## src/rtl/banco_registros_pkg.sv

```systemverilog
// Shared constants for the integer register file and its debug scanner.
// Instruction field positions let the decoder and the file agree on operand slicing.
package banco_registros_pkg;

  localparam int REG_ADDR_W = 5;
  localparam int XLEN       = 32;
  localparam int DIV_W      = 8;

  localparam int RS1_LSB = 15;
  localparam int RS2_LSB = 20;
  localparam int RD_LSB  = 7;

  typedef logic [REG_ADDR_W-1:0] reg_addr_t;

  localparam reg_addr_t ZERO_REG = '0;

  function automatic reg_addr_t field_at(input logic [XLEN-1:0] instr, input int lsb);
    return instr[lsb +: REG_ADDR_W];
  endfunction

endpackage

```

## src/rtl/banco_registros_dbg_scan.sv

```systemverilog
// Debug index (manual select or timed auto-scan) plus the registered
// address/data pair that drives the 7-segment displays.
module banco_registros_dbg_scan
  import banco_registros_pkg::*;
#(
  parameter int NREG     = 32,
  parameter int W        = 32,
  parameter int SCAN_DIV = 4
) (
  input  logic                  clk_w,
  input  logic                  rst_ni,
  input  logic                  scan_en_i,
  input  logic [REG_ADDR_W-1:0] dbg_sel_i,
  input  logic [W-1:0]          regs_i [NREG],
  output logic [REG_ADDR_W-1:0] dbg_addr_o,
  output logic [W-1:0]          dbg_data_o
);

  if (SCAN_DIV < 1 || SCAN_DIV > 255) begin : g_bad_scan_div
    $error("SCAN_DIV must lie in 1..255");
  end

  localparam logic [DIV_W-1:0]      DIV_LAST = DIV_W'(SCAN_DIV - 1);
  localparam logic [REG_ADDR_W-1:0] IDX_LAST = REG_ADDR_W'(NREG - 1);

  logic [DIV_W-1:0]      div_p0;
  logic [REG_ADDR_W-1:0] idx_p0;

  function automatic logic [REG_ADDR_W-1:0] next_idx(input logic [REG_ADDR_W-1:0] i);
    return (i == IDX_LAST) ? '0 : i + 1'b1;
  endfunction

  // Stage p0: scan divider and displayed-register index
  always_ff @(posedge clk_w or negedge rst_ni) begin
    if (!rst_ni) begin
      div_p0 <= '0;
      idx_p0 <= '0;
    end else if (!scan_en_i) begin
      div_p0 <= '0;
      idx_p0 <= dbg_sel_i;
    end else if (div_p0 == DIV_LAST) begin
      div_p0 <= '0;
      idx_p0 <= next_idx(idx_p0);
    end else begin
      div_p0 <= div_p0 + 1'b1;
    end
  end

  // Stage p1: address and contents captured together so the pair never tears
  always_ff @(posedge clk_w or negedge rst_ni) begin
    if (!rst_ni) begin
      dbg_addr_o <= '0;
      dbg_data_o <= '0;
    end else begin
      dbg_addr_o <= idx_p0;
      dbg_data_o <= regs_i[idx_p0];
    end
  end

endmodule

```

## src/rtl/banco_registros.sv

```systemverilog
// 32x32 integer register file: two combinational read ports, one write port,
// and a registered debug view of the contents.
module banco_registros
  import banco_registros_pkg::*;
#(
  parameter int NREG     = 32,
  parameter int W        = 32,
  parameter int SCAN_DIV = 4
) (
  input  logic                  clk_w,
  input  logic                  rst_ni,
  input  logic [REG_ADDR_W-1:0] rs1_i,
  input  logic [REG_ADDR_W-1:0] rs2_i,
  input  logic [REG_ADDR_W-1:0] rd_i,
  input  logic                  regwrite_i,
  input  logic [W-1:0]          wdata_i,
  output logic [W-1:0]          rs1_data_o,
  output logic [W-1:0]          rs2_data_o,
  input  logic                  scan_en_i,
  input  logic [REG_ADDR_W-1:0] dbg_sel_i,
  output logic [REG_ADDR_W-1:0] dbg_addr_o,
  output logic [W-1:0]          dbg_data_o
);

  logic [W-1:0] regs [NREG];

  // Write port: x0 is never written, so its reset value of 0 is permanent
  always_ff @(posedge clk_w or negedge rst_ni) begin
    if (!rst_ni) begin
      regs <= '{default: '0};
    end else if (regwrite_i && (rd_i != ZERO_REG)) begin
      regs[rd_i] <= wdata_i;
    end
  end

  // No write bypass: forwarding wdata here would close a loop through the ALU
  assign rs1_data_o = (rs1_i == ZERO_REG) ? '0 : regs[rs1_i];
  assign rs2_data_o = (rs2_i == ZERO_REG) ? '0 : regs[rs2_i];

  banco_registros_dbg_scan #(
    .NREG     (NREG),
    .W        (W),
    .SCAN_DIV (SCAN_DIV)
  ) u_dbg_scan (
    .clk_w      (clk_w),
    .rst_ni     (rst_ni),
    .scan_en_i  (scan_en_i),
    .dbg_sel_i  (dbg_sel_i),
    .regs_i     (regs),
    .dbg_addr_o (dbg_addr_o),
    .dbg_data_o (dbg_data_o)
  );

endmodule

```

## config.mk

```make
export PLATFORM = sky130hd
export DESIGN_NAME = banco_registros
export DESIGN_NICKNAME = d
export VERILOG_FILES = /design/src/rtl/banco_registros_pkg.sv /design/src/rtl/banco_registros_dbg_scan.sv /design/src/rtl/banco_registros.sv
export SDC_FILE = /design/constraint.sdc
export NUM_CORES = 2
export LEC_CHECK = 0
export BUFFER_PORTS_ARGS = -buffer_cell sky130_fd_sc_hd__buf_2
export CAP_MARGIN = 10
export CORE_MARGIN = 1.5
export CORE_UTILIZATION = 40
export DETAILED_ROUTE_END_ITERATION = 8
export PLACE_DENSITY_LB_ADDON = 0.3
export SKIP_CTS_REPAIR_TIMING = 1
export SLEW_MARGIN = 5
export SYNTH_ARGS = -nofsm -noshare
export SYNTH_HDL_FRONTEND = slang
export SYNTH_SLANG_ARGS = --single-unit
```

## constraint.sdc

```tcl
create_clock -name clk_w -period 3.9 [get_ports clk_w]
set_input_delay 0.39 -clock clk_w [delete_from_list [all_inputs] [get_ports clk_w]]
set_output_delay 0.39 -clock clk_w [all_outputs]
set_load 0.005 [all_outputs]
```

==> metrics.md <==
| Metric | Value |
|---|---|
| Status | finished, final reports clean |
| Setup Viol. Count Final | 0 |
| Yosys Warn Count | 0 |
| Die span in y | 402 µm |
| ANT nets after route | 0 |
| Rel. slew slack | 19.7% |
| Largest net degree at the start of global routing | 90 |
| RR Endpoint | u_dbg_scan.idx_p0[1] |
| Initial antenna violation count | 25 |
| Core Region | 158,000 µm² |
| Placement-stage cell area | 67,500 µm² |
| First-pass GRT wire length | 330 mm |
| Leakage | 0.0301 µW |
| Nets@finish | 4,154 |
| R2R cell count | 8 |
| Vias per inst | just under 7 |
| Via count | approximately 43,000 |
| Tot Pwr | 37,200 µW |
| Max incr delay on CP | 1.00 ns |
| Post-synth top area share | 42.3% |
| Die area | 161,000 µm² |
| Hold/Removal Path Class | in2async |
| Ports | 157 |
| Synth Area per Inst | 15.5 µm² |
| R2r setup slk | 0.83 ns |
| Most frequent cells in the layout | 1,069 x dfrtp_1, 1,056 x mux2_2, 768 x mux4_2, 193 x mux2i_1, 149 x buf_2 |
| Pwr/cell area | 519 nW/µm² |
| Netlist Area Pre-Place | 63,600 µm² |
| Post-synth top area cell | dfrtp_1 |
| Most common cell after layout, fill and taps aside | dfrtp_1 |
| H-tree Lvls | 3 |
| DR WL/cell | 36.4 µm |
| First-pass DRT Iterations | 6 |
| Slew at the pin with the worst max-slew slack | 1.20 ns |
| CP max FO | 28 |
| Hold slack | 0.233 ns |
| Port buffer count | 156 |
| Gr ovfl total | 0 |
| CP cell instances | buf_4 -> nor2b_4 -> buf_4 -> a221oi_1 -> o21ai_0 -> a31oi_1 -> buf_2 |
| Setup TNS Final | 0 ns |
| CTS buffer count | 117 |
| Root Buffer | clkbuf_16 |
| CP max-delay cell | nor2b_4 |
| Synth Register Bits | roughly 1,100 |
| Vias in the first global route | 43,500 |
| Gate Count Post-Synth | 4,105 |
| Peak supply drop | 0.394 mV |
| Area contributors post-synth | dfrtp_1 42%, mux4_2 27%, mux2_2 19%, mux2i_1 3.0%, clkbuf_1 1.9% |
| Worst setup path category | in2out |
| Crit. End Element | output port |
| Setup Skew | 0.0322 ns |
| RSZ-0062 raised after global routing | no |
| Post-layout util | 45.4% |
| DRT Wirelength | 229 mm |
| Final worst path period share | 90.0% |
| Cell variety after synth | 41 |
| DRC viols | 0 |
| Hold Vio Cnt, Final | 0 |
| Clock sinks | 1,074 |
| Cell mode on critical path | buf_4 |
| Worst EP required | between 3 and 4 ns |
| Longest Clk Path Bufs | 3 |
| Clk_lat worst skew | 0.78 ns |
| Fin area | ~72,000 µm² |
| Post-synthesis sequential area ratio | 42.3% |
| Routability Congestion | roughly 0.84 |
| Startpoint Class | primary input |
| Drt initial violations | 5,204 |
| Fmax | approximately 280 MHz |
| Reg clk slew, reported paths | 0.06 ns |
| Fin crit period | 3.51 ns |
| Maxcap violations | 0 |
| Layout area overhead | 12.9% |
| Critical R2R Launch | u_dbg_scan.idx_p0[0] |
| Arrival time at the worst endpoint | 3.12 ns |
| CTS tree | yes |
| Layout cells sized above 1 | between 50% and 60% |
| Die width | 402 µm |
| # rows | 146 |
| HPWL after DPL | 133 mm |
| CP startpoint | rs2_i[1] |
| Total GRT Usage | between 20% and 30% |
| Syn Nets | 4,164 |
| Slew Limit Fails | 0 |
| Initial Util | 40.2% |
-- cell type report --
type                    count  area [µm²]
diodes                      5        12.5
clock buffers             164        3420
clock inverters            59         723
fillers                 13800       86300
inverters                   3        16.3
multi-input cells        2526       34800
flip-flops and latches   1074       26900
well taps                2072        2590
repair buffers            373        3260
-- registers in the layout, indices dropped and copies added, names as in the netlist --
name and cells:
regs 1024, u_dbg_scan.dbg_data_o 32, u_dbg_scan.div_p0 8, u_dbg_scan.dbg_addr_o 5, u_dbg_scan.idx_p0 5
-- cells by family (layout without fill, tap and decap cells) --
logic type | Yosys count | count (layout) | share of synthesized area (%)
other | 0 | 5 | 0
XOR/XNOR | 5 | 5 | 0.0689
AO/OA/AOI/OAI | 354 | 354 | 4.08
multiplexers | 2017 | 2017 | 49.0
buffers and inverters | 505 | 599 | 3.37
flip-flops | 1074 | 1074 | 42.3
adder cells (fa/ha/maj) | 3 | 3 | 0.0591
AND/OR/NAND/NOR | 147 | 147 | 1.18
-- cell usage after synthesis (all sizes together) --
library cell     n
nor2            34
nor3b            4
nor3             2
a221oi          52
or4              2
and3b            2
o311a            2
a211oi          32
xnor2            3
a31oi           34
a221o           32
mux2          1056
and2             3
inv              3
nand2b           1
and3             4
o2bb2ai          2
buf            188
mux2i          193
or2              3
nand3b           4
dfrtp         1074
or3b             2
a21oi            6
nor4b            1
a311oi          32
clkbuf         314
o21ai           86
a22oi           64
nor4             1
or3              1
o2111ai         12
nor2b           37
xor2             2
mux4           768
nand3            4
ha               3
nand2           42
-- worst max-delay path, delay by kind of cell --
kind	cells	cell delay (ns)
AOI/OAI and AO/OA	3	0.58
buffers and inverters	3	1.08
and+or+nand+nor	1	1.00
-- where the power goes --
| group | switching [µW] | internal, µW | leakage, µW | total [µW] |
|---|---|---|---|---|
| Combinational | 3820 | 5750 | 0.0143 | 9570 |
| Sequential | 2330 | 13300 | 0.0138 | 15700 |
| Clock | 5020 | 6990 | 0.00203 | 12000 |
-- worst max path at each step --
stage / to / slack [ns] / cells past startpoint
after floorplan: rs2_data_o[11] / 1.48 / 7
after global placement: rs2_data_o[27] / 0.48 / 7
after detailed placement: rs2_data_o[22] / 0.50 / 7
after CTS: rs2_data_o[22] / 0.50 / 7
after global routing: rs1_data_o[20] / 0.43 / 7
final: rs2_data_o[22] / 0.39 / 7
-- metal layers --
layer	global-route usage (%)	up-vias	share of wire [%]
li1	-	16500	-
met3	7.80	525	11
met1	39.5	23800	40
met5	0	-	0.045
met4	11.3	18	4.1
met2	41.6	2618	45
-- through the flow --
stage               cells  setup slack (ns)
CTS                  6260             0.497
detailed placement   6037             0.503
floorplan            4105              1.48
finish               6276             0.391
global placement     6037             0.478
global route         6271             0.431
(Power assumes the default switching activity.)
